[src/rtl/a_operand_fetch.sv]
// a_operand_fetch: streams matrix A row-replayed from BRAM as a valid/ready word stream for C = A x B.
// Define A_FETCH_CHKSUM_EN to add chksum_o, the running sum of accepted words.
module a_operand_fetch #(
  parameter int N    = 2,
  parameter int P    = 4,
  parameter int M    = 3,
  parameter int AW   = 8,
  parameter int DW   = 32,
  parameter int BASE = 0
) (
  input  logic          clkaA,
  input  logic          reset,
  input  logic          wr_done,
  input  logic          start,
  output logic [AW-1:0] addr_o,
  input  logic [DW-1:0] rdata_i,
  output logic          a_valid,
  input  logic          a_ready,
  output logic [DW-1:0] a_data,
  output logic [7:0]    a_row,
  output logic [7:0]    a_col,
  output logic [7:0]    a_k,
  output logic          a_last_k,
  output logic          a_last,
  output logic          busy,
  output logic          done
`ifdef A_FETCH_CHKSUM_EN
  ,
  output logic [DW-1:0] chksum_o
`endif
);
  localparam int IW = N > 1 ? $clog2(N) : 1;
  localparam int JW = M > 1 ? $clog2(M) : 1;
  localparam int KW = P > 1 ? $clog2(P) : 1;
  if (((longint'(BASE) + longint'(N * P) - 1) >> AW) != 0) begin : g_addr_chk
    $error("a_operand_fetch: BASE + N*P - 1 does not fit in AW address bits");
  end
  typedef enum logic [1:0] {IDLE, RUN, DRAIN, DONE} state_t;
  typedef struct packed {
    logic [IW-1:0] row;
    logic [JW-1:0] col;
    logic [KW-1:0] k;
    logic          last_k;
    logic          last;
  } tag_t;
  typedef struct packed {
    logic [DW-1:0] data;
    tag_t          tag;
  } entry_t;
  function automatic logic [1:0] nxt(input logic [1:0] p);
    return p == 2'd2 ? 2'd0 : p + 2'd1;
  endfunction
  state_t        state_q, state_d;
  logic [IW-1:0] i_q, i_d;
  logic [JW-1:0] j_q, j_d;
  logic [KW-1:0] k_q, k_d;
  logic [AW-1:0] addr_q, addr_d;
  logic          v1_q, v2_q;
  tag_t          t1_q, t2_q, t_d;
  // Three slots absorb the two-cycle read pipeline so the stream runs at one word per cycle.
  entry_t        fifo_q [3];
  logic [1:0]    wp_q, rp_q, cnt_q;
  entry_t        head;
  logic          accept, issue, fire, k_end, j_end, i_end;
  logic [2:0]    occ;
  assign head    = fifo_q[rp_q];
  assign a_valid = cnt_q != 2'd0;
  assign fire    = a_valid && a_ready;
  assign k_end   = k_q == KW'(P - 1);
  assign j_end   = j_q == JW'(M - 1);
  assign i_end   = i_q == IW'(N - 1);
  assign accept  = (state_q == IDLE || state_q == DONE) && start && wr_done;
  assign occ     = 3'(cnt_q) - 3'(fire) + 3'(v1_q) + 3'(v2_q);
  assign issue   = accept || (state_q == RUN && occ < 3'd3);
  always_comb begin
    state_d = state_q;
    if (issue && k_end && j_end && i_end) state_d = DRAIN;
    else if (accept) state_d = RUN;
    else if (state_q == DRAIN && fire && head.tag.last) state_d = DONE;
    k_d    = issue ? (k_end ? '0 : k_q + 1'b1) : k_q;
    j_d    = issue && k_end ? (j_end ? '0 : j_q + 1'b1) : j_q;
    i_d    = issue && k_end && j_end ? (i_end ? '0 : i_q + 1'b1) : i_q;
    t_d    = '{row: i_q, col: j_q, k: k_q, last_k: k_end, last: k_end && j_end && i_end};
    addr_d = issue ? AW'(BASE + int'(i_q) * P + int'(k_q)) : addr_q;
  end
  always_ff @(posedge clkaA) begin
    if (reset) begin
      state_q <= IDLE;
      i_q     <= '0;
      j_q     <= '0;
      k_q     <= '0;
      addr_q  <= '0;
      v1_q    <= 1'b0;
      v2_q    <= 1'b0;
      t1_q    <= '0;
      t2_q    <= '0;
      fifo_q  <= '{default: '0};
      wp_q    <= '0;
      rp_q    <= '0;
      cnt_q   <= '0;
    end else begin
      state_q <= state_d;
      i_q     <= i_d;
      j_q     <= j_d;
      k_q     <= k_d;
      addr_q  <= addr_d;
      v1_q    <= issue;
      v2_q    <= v1_q;
      if (issue) t1_q <= t_d;
      t2_q    <= t1_q;
      if (v2_q) begin
        fifo_q[wp_q] <= '{data: rdata_i, tag: t2_q};
        wp_q         <= nxt(wp_q);
      end
      if (fire) rp_q <= nxt(rp_q);
      cnt_q   <= cnt_q + 2'(v2_q) - 2'(fire);
    end
  end
  assign addr_o   = addr_q;
  assign a_data   = head.data;
  assign a_row    = 8'(head.tag.row);
  assign a_col    = 8'(head.tag.col);
  assign a_k      = 8'(head.tag.k);
  assign a_last_k = head.tag.last_k;
  assign a_last   = head.tag.last;
  assign busy     = state_q == RUN || state_q == DRAIN;
  assign done     = state_q == DONE;
`ifdef A_FETCH_CHKSUM_EN
  logic [DW-1:0] sum_q;
  always_ff @(posedge clkaA) begin
    if (reset || accept) sum_q <= '0;
    else if (fire) sum_q <= sum_q + a_data;
  end
  assign chksum_o = sum_q;
`endif
endmodule

[config.mk]
export PLATFORM = sky130hd
export DESIGN_NAME = a_operand_fetch
export DESIGN_NICKNAME = d
export VERILOG_FILES = /design/src/rtl/a_operand_fetch.sv
export SDC_FILE = /design/constraint.sdc
export NUM_CORES = 1
export LEC_CHECK = 0
export ABC_CLOCK_PERIOD_IN_PS = 3000
export CELL_PAD_IN_SITES_DETAIL_PLACEMENT = 1
export CELL_PAD_IN_SITES_GLOBAL_PLACEMENT = 2
export CORE_MARGIN = 5
export CORE_UTILIZATION = 33
export CTS_CLUSTER_SIZE = 20
export DETAILED_ROUTE_END_ITERATION = 8
export DONT_BUFFER_PORTS = 1
export HOLD_SLACK_MARGIN = 0.05
export PLACE_DENSITY_LB_ADDON = 0.1
export SYNTH_ARGS = -nofsm -noshare
export SYNTH_HDL_FRONTEND = slang
export SYNTH_SLANG_ARGS = --single-unit
[constraint.sdc]
create_clock -name clkaA -period 3 [get_ports clkaA]
set_input_delay 0.75 -clock clkaA [delete_from_list [all_inputs] [get_ports clkaA]]
set_output_delay 0.75 -clock clkaA [all_outputs]
set_load 0.05 [all_outputs]
# Word level (Yosys, flattened, before mapping)
# Index checks and enable logic that the tools add are counted.
totals:
  output_inout_bits: 69
  reg_bits: 154
  word_cells: 97
  in_bits: 37
op_classes:
  eq_ne: 7
  n_addsub: 11
  n_reduce_logical: 20
  n_mux: 14
  n_bitwise: 2
  magnitude_cmp: 4
op_table:
  columns: ["cell", "n"]
  rows:
  - ["117-bit bitwise mux", 1]
  - ["39-bit 2-to-1 mux", 3]
  - ["39-bit binary-select mux with 2-bit select", 1]
  - ["39-bit demux with 2-bit select", 1]
  - ["2-bit 2-to-1 mux", 7]
  - ["2-bit equality test (second input constant)", 6]
  - ["1-bit logical AND", 12]
  - ["2-bit by 1-bit adder with 2-bit output (second input constant)", 4]
  - ["3-bit by 1-bit adder with 3-bit output", 2]
  - ["3-bit greater-or-equal comparator (second input constant)", 2]
  - ["2-bit inverter with 3-bit output", 2]
  - ["3-bit by 2-bit adder with 4-bit output", 1]
  - ["2-bit nonzero test", 2]
  - ["1-bit logical OR", 3]
  - ["3-bit by 1-bit less-than comparator with 1-bit output (second input constant)", 1]
  - ["3-bit by 2-bit less-than comparator with 1-bit output (second input constant)", 1]
  - ["3-bit nonzero test", 1]
  - ["2-bit by 1-bit subtractor with 3-bit output", 1]
  - ["2-bit by 1-bit adder with 2-bit output", 1]
  - ["2-bit by 1-bit equality test with 1-bit output (second input constant)", 1]
  - ["2-bit logical NOT", 1]
  - ["2-bit OR reduction", 1]
  - ["2-bit by 1-bit subtractor with 2-bit output", 1]
  - ["1-bit adder (second input constant)", 1]
  - ["1-bit 2-to-1 mux", 1]

# Depth between registers and ports, before layout
# Gate-level depths: netlist of the first run.
depth:
  word_depth: 12
  mapped_depth: 12

# Worst setup path before layout of the first run
# Ideal clock, no wire load.
synth_path:
  path_kind: "input to register"
  start: "input port a_ready"
  end: "register j_q[0]"
  path_buffers: 1
  setup_ps: 70
  path_slack_ps: -32
  arrival_ps: 2962
  t_required_ps: 2930
  path_stages: 11
  cell_sequence: "o21ai_0 -> inv_1 -> ha_1 -> fa_1 -> inv_1 -> fa_1 -> nand2b_1 -> a31oi_1 -> buf_2 -> or4_1 -> a21oi_1"
synth_via:
  elab_chain_len: 8
synth_rtl:
  columns: ["item", "line_no", "text"]
  rows:
  - ["start: declaration", "18", "input logic a_ready,"]
  - ["1-bit logical AND", "68", "assign fire = a_valid && a_ready;"]
  - ["named net fire", "64", "logic accept, issue, fire, k_end, j_end, i_end;"]
  - ["2-bit by 1-bit subtractor with 3-bit output", "73", "assign occ = 3'(cnt_q) - 3'(fire) + 3'(v1_q) + 3'(v2_q);"]
  - ["3-bit by 1-bit adder with 3-bit output (2 in series)", "73", null]
  - ["3-bit by 2-bit less-than comparator with 1-bit output", "74", "assign issue = accept || (state_q == RUN && occ < 3'd3);"]
  - ["1-bit logical AND", "74", null]
  - ["1-bit logical OR", "74", null]
  - ["1-bit logical AND", "81", "j_d = issue && k_end ? (j_end ? '0 : j_q + 1'b1) : j_q;"]
  - ["end signal: assignment", "104", "j_q <= j_d;"]
  - ["end: declaration", "55", "logic [JW-1:0] j_q, j_d;"]
# The timed path passes the listed nets, and every way through them passes these cells.
# A chain may end at the register's enable or synchronous reset.

# Final worst setup path of the first run
layout_path:
  start: "register cnt_q[0]"
  end: "register t1_q[2] in the netlist's numbering"
layout_via:
  elab_chain_len: 8
layout_rtl:
  columns: ["item", "line_no", "text"]
  rows:
  - ["start: declaration", "62", "logic [1:0] wp_q, rp_q, cnt_q;"]
  - ["start signal: assignment", "116", "cnt_q <= cnt_q + 2'(v2_q) - 2'(fire);"]
  - ["2-bit nonzero test", "67", "assign a_valid = cnt_q != 2'd0;"]
  - ["1-bit logical AND", "68", null]
  - ["named net fire", "64", null]
  - ["2-bit by 1-bit subtractor with 3-bit output", "73", null]
  - ["3-bit by 1-bit adder with 3-bit output (2 in series)", "73", null]
  - ["3-bit by 2-bit less-than comparator with 1-bit output", "74", null]
  - ["1-bit logical AND", "74", null]
  - ["1-bit logical OR", "74", null]
  - ["end signal: assignment", "109", "if (issue) t1_q <= t_d;"]
  - ["end: declaration", "59", "tag_t t1_q, t2_q, t_d;"]
# The timed path passes the listed nets, and every way through them passes these cells.

==> flow_summary.json, run 1 <==
{
  "critical_path_class": "flop to flop",
  "nets": 851,
  "antenna_found_initial": 0,
  "yosysWarnings": 0,
  "grtUsageTotal": 0.164,
  "die_h_um": 147,
  "fin_crit_sh": 0.941,
  "leakage_nw": 2.49,
  "utilization": 0.385,
  "grt_pass1_vias": 5489,
  "drtAntennaViolNets": 0,
  "rows": 50,
  "placed_cell_area_um2": 6590,
  "cts.sinks": 146,
  "pre_cts_slack_ps": -211,
  "cp.arrival_ps": 3120,
  "vdd_drop_max_v": 0.000386,
  "tns_ps": 0,
  "cts_tree": "built",
  "busiest_layer": "met2",
  "synth_area_per_cell_um2": 7.81,
  "critPathCaptureType": "flop",
  "ys_seq_area_frac": 0.471,
  "synth.distinct_cells": 34,
  "fp.coreArea_um2": 18600,
  "die_w_um": 147,
  "syn_area_um2": 6200,
  "max-cap-violations": 0,
  "dpl.cell_count": 1020,
  "synth_top_area_frac": 0.471,
  "ctsHoldBuffers": 0,
  "grt_max_degree": 144,
  "avgViaCountPerCell": 4.97,
  "cts_setup_buffers": 0,
  "mostFrequentLayoutCells": "nand2_1, dfxtp_1, a21oi_1, buf_4, mux2i_1",
  "post_route_cells_drive_above_1_share": 0.117,
  "worstPathRequired_ps": 3300,
  "seqCellArea_um2": 2930,
  "clockBufferDepth": 2,
  "cts_resized": 0,
  "fin_worst_skew_ps": 9.64,
  "drt_iter0_drc": 169,
  "use_met3": 0.0410,
  "timing.fmax_mhz": 354,
  "numCtsBuffers": 17,
  "fillers": 2242,
  "final_hold_viol_count": 0,
  "use_met2": 0.298,
  "firstDrtPassIters": 4,
  "p_per_area_nw_per_um2": 710,
  "synthCells": 794,
  "hpwl_mm": 10.8,
  "vias": 5228,
  "grt_setup_unrepaired": "false",
  "final_common_cell": "nand2_1",
  "ys_ff_latch": 146,
  "postLayoutSetupSlackWorst_ps": 178,
  "hold_path.class": "input pin to flop",
  "grt_overflow": 0,
  "grt_pass1_wl_mm": 28.6,
  "fin_area_um2": 7150,
  "multiInputGateArea_um2": 2890,
  "p_total_mw": 5.08,
  "initial_core_util": 0.334,
  "dieArea_um2": 21600,
  "clkTransAtPathRegs_ps": 60,
  "drt-total-wl_mm": 17.7,
  "critical_path.startpoint_type": "flop",
  "cts-root-buf": "clkbuf_16",
  "setup_viol": 0,
  "worst_pin_slew_ps": 952,
  "area_growth_pct": 15.2,
  "hold_ws_ps": 402,
  "clock_latency_ps": 420,
  "io_pins": 106,
  "post-route-min-period_ps": 2820,
  "routedWlPerCell_um": 16.8,
  "io_buffers": 0,
  "yosys.area.top_type": "dfxtp_1",
  "status": "finished clean",
  "synthTopCellsByArea": "dfxtp_1, nand2_1, a21oi_1, mux2i_1, buf_4",
  "gp_congestion": 0.683,
  "use_met1": 0.193,
  "fin_cells": 1052,
  "finalMaxSlewViolations": 0,
  "worstPathMaxFanout": 7,
  "slew_headroom": 0.365,
  "antenna_cells": 0,
  "drcViolationCount": 0,
  "htree_num_levels": 4
}
==> layout make-up <==
class,instances,area share
flip-flops and latches,146,0.410
multi-input cells,572,0.405
clock buffers,22,0.0663
repair buffers,56,0.0606
well taps,234,0.0410
clock inverters,10,0.0117
inverters,12,0.00630
==> critical path: stages (launching register included) <==
cell and delay (ps):
dfxtp_1 330, o21ai_1 170, inv_1 90, ha_1 290
fa_1 160, inv_1 50, fa_1 490, nand2b_1 60
a31oi_1 480, buf_4 230, buf_4 120, mux2i_1 180
nor2_1 50
==> path summary, 6_finish.rpt <==
check / startpoint / end / slack (ps) / depth (start not counted)
worst max-delay path: cnt_q[0] / t1_q[2] / 180 / 12
worst min-delay path: reset / fifo_q[81] / 400 / 1
worst max register to register: cnt_q[0] / t1_q[2] / 180 / 12
worst min register to register: fifo_q[36] / fifo_q[36] / 450 / 2
==> cell usage after synthesis <==
cell / number
a21oi_1: 126
a311oi_1: 1
a31oi_1: 2
and3_1: 1
buf_1: 4
buf_2: 15
buf_4: 29
clkbuf_1: 39
conb_1: 1
dfxtp_1: 146
fa_1: 2
ha_1: 7
inv_1: 12
mux2i_1: 42
nand2_1: 278
nand2b_1: 1
nand3_1: 1
nand3b_1: 2
nor2_1: 10
nor2b_1: 10
nor3_1: 3
nor3b_1: 1
nor3b_2: 1
o21ai_0: 25
o22a_1: 4
o22ai_1: 18
o31ai_1: 1
or2_1: 1
or2_2: 2
or3_1: 4
or4_1: 1
or4b_1: 1
xnor2_1: 2
xor2_1: 1
==> registers in the layout, indices dropped and copies added, names as in the netlist <==
register  cells
v1_q          1
j_q           2
fifo_q      117
cnt_q         2
addr_o        2
k_q           2
state_q       2
v2_q          1
t2_q          7
i_end         1
wp_q          2
rp_q          2
t1_q          5
==> power by group <==
part	switching (mW)	internal, mW	total (mW)	leakage (nW)
sequential	0.127	2.03	2.15	1.18
combinational	0.581	0.337	0.918	1.04
clock	0.807	1.20	2.01	0.275
==> routing by layer <==
| layer | routed length [um] | share of wire |
|---|---|---|
| met1 | 7800 | 0.44 |
| met2 | 9000 | 0.51 |
| met3 | 702 | 0.040 |
| met4 | 154 | 0.0087 |
| met5 | 0 | 0 |
==> kinds of logic (layout without fill, tap and decap cells) <==
| kind of cell | Yosys count | in the layout | synth area share |
|---|---|---|---|
| buffers and inverters | 99 | 100 | 0.0805 |
| and+or+nand+nor | 317 | 317 | 0.205 |
| other | 1 | 24 | 0.000604 |
| AOI/OAI and AO/OA | 177 | 177 | 0.150 |
| xor gates and xnor gates | 3 | 3 | 0.00424 |
| muxes | 42 | 42 | 0.0678 |
| adders and majority gates | 9 | 9 | 0.0206 |
| DFF | 146 | 146 | 0.471 |
(Power assumes the default switching activity.)
==> run 2, diff against run 1 <==
--- a/config.mk
+++ b/config.mk
@@ -6,6 +6,7 @@
 export NUM_CORES = 1
 export LEC_CHECK = 0
 export ABC_CLOCK_PERIOD_IN_PS = 3000
+export CAP_MARGIN = 30
 export CELL_PAD_IN_SITES_DETAIL_PLACEMENT = 1
 export CELL_PAD_IN_SITES_GLOBAL_PLACEMENT = 2
 export CORE_MARGIN = 5
==> results of run 2 <==
Final layout, timing and power as in run 1 (identical DEF).
==> RTL change, RTL diff (config.mk and constraints of run 2) <==
`DW`: 32 -> 64.
--- a/src/rtl/a_operand_fetch.sv
+++ b/src/rtl/a_operand_fetch.sv
@@ -5,7 +5,7 @@
   parameter int P    = 4,
   parameter int M    = 3,
   parameter int AW   = 8,
-  parameter int DW   = 32,
+  parameter int DW   = 64,
   parameter int BASE = 0
 ) (
   input  logic          clkaA,
Ports: changed (resized a_data and rdata_i); port bits go from 106 to 170. The function was not compared with the original's and may differ.
==> RTL change against run 2 <==
- clock power increased by 72%
- cell area is 78% higher
- setup slack got worse by 0.026 ns
- total power is 67% higher
- routed wire length rose by 76%
- synthesized area increased by 63%
- final cell count grew 67%
- sequential cell count up 96
- critical endpoint is now a_data[48]
- largest power group unchanged
==> RTL change: results (changes against run 2) <==
number of unique standard cell types used by synthesis 33 (-2.9%); vias in the first global route 8865 (+62%); met2 wire length 14700 um (+63%); total wire length 31100 um (+76%); H-tree depth reported by CTS 1 (-3); slew at the pin closest to its max-slew limit 0.717 ns (-0.235 ns); wire length of the first global-routing pass 49100 um (+72%); RD Place Congestion 0.743 (+8.9%); wire length on met1 14400 um (+85%); DRC violation total after the first TritonRoute iteration 403 (+140%); outcome finished, final reports clean; largest net degree at the start of global routing 240 (+67%); # nets final 1420 (+67%); worst setup path start rp_q[1]; endpoint of the worst hold-timing path fifo_q[7]; non-filler instance count after layout 1761 (+67%); Worst path top cell family by delay flip-flops; Area contributors post-synth sky130_fd_sc_hd__dfxtp_1 (48%), sky130_fd_sc_hd__nand2_1 (19%), sky130_fd_sc_hd__a21oi_1 (11%), sky130_fd_sc_hd__mux2i_1 (7.3%), sky130_fd_sc_hd__o21ai_0 (3.5%); met1 usage in global routing 24.2% (+4.8 points); Post-Place Cells 1706 (+67%); Peak VDD IR 0.462 mV (+20%); clock latency at the later pin of the worst-skew pair 0.55 ns (+0.13 ns); cts bufs inserted 29 (+12); LEAKAGE 0.00425 uW (+70%); total length of routed met3 wires 1410 um (+100%); worst-case register-to-register setup slack 0.27 ns (+0.09 ns); uppermost layer routed met4; worst flop-to-flop path startpoint cnt_q[1]; critical-path maximum fanout 50 (+43); share of synthesized area spent on multiplexers 7.34% (+0.56 points); Slowest-stage cell, CP sky130_fd_sc_hd__dfxtp_4; end of the worst register-to-register path i_end; number of cells traversed by the worst register-to-register path 11 (-1); XOR/XNOR share of the synthesized area 0.260% (-0.16 points); Regs by FF count fifo_q x213, t2_q x7, t1_q x5; arithmetic-cell share of the synthesized area counting full adders, half adders and majority gates 1.26% (-0.79 points); CTS max path bufs 3 (+1); GRT Util Overall 17.7% (+1.3 points); Arr. time, crit path 2.10 ns (-1.02 ns); count of mapped cells out of synthesis 1313 (+65%); maximum clock skew at final layout 0.0220 ns (+0.0123 ns); register area share after synthesis 48.0% (+0.90 points); proportion of layout cells with a drive suffix above 1 11.4% (-0.31 points); synthesized-area fraction occupied by ao, oa, aoi and oai cells 15.4% (+0.40 points); post-cts repair resize count 0 (unchanged); drt via density 4.93 (-0.90%); detailed placer's ending HPWL 18100 um (+67%); top_reg_cell synth sky130_fd_sc_hd__dfxtp_1
RTL change: changes by cell type after synthesis, sizes merged, moves of 11 or more:
cell and delta:
dfxtp +96, nand2 +225, o21ai +45, mux2i +32, a21oi +96, buf +27
o22ai -13, clkbuf +11
RTL change: area by class of cell:
class,instances,area (um2)
Clock inverter,6,58.8
Fill cell,3592,17700
Multi-Input combinational cell,957,4690
Inverter,12,45.0
Tap cell,396,495
Sequential cell,242,4850
Clock buffer,48,887
Timing Repair Buffer,100,1680
RTL change: repair_timing:
action | 4_1_cts | 5_1_grt
endpoints found under the setup margin | 0 | 12
hold endpoints to repair | 0 | 0
hold buffers | 0 | 0
setup buffers | 0 | 1
RTL change: metrics by stage:
step | power [uW] | worst slack, ns | hold slack [ns] | area, um2
3_3_place_gp | 5080 | -0.0711 | 0.435 | 11700
5_1_grt | 8870 | 0.0300 | 0.262 | 12700
3_5_place_dp | 5090 | -0.0904 | 0.440 | 11700
4_1_cts | 8610 | 0.0189 | 0.251 | 12700
2_1_floorplan | 4560 | 0.00194 | 0.432 | 10200
6_report | 8470 | 0.152 | 0.280 | 12700
RTL change: how the worst max path moves through the flow:
stage	end	slack [ns]	depth (start not counted)
after global placement	i_end	-0.07	11
after detailed placement	i_end	-0.09	11
after global routing	a_data[48]	0.03	5
final	a_data[48]	0.15	5
after CTS	a_k[0]	0.02	4
after floorplan	j_q[0]	0.002	11
RTL change: report_power, final:
group	switching (uW)	total, uW	internal [uW]
sequential	158	3480	3330
combinational	900	1540	643
clock	1360	3450	2090
RTL change: cells by family (layout without fill, tap and decap cells):
group           count (synthesis)  after routing
flops                         242            242
xor+xnor                        3              3
fa+ha+maj                       9              9
mux                            74             74
buf+inv                       137            166
compound gates                305            305
other cells                     1             24
simple gates                  542            542
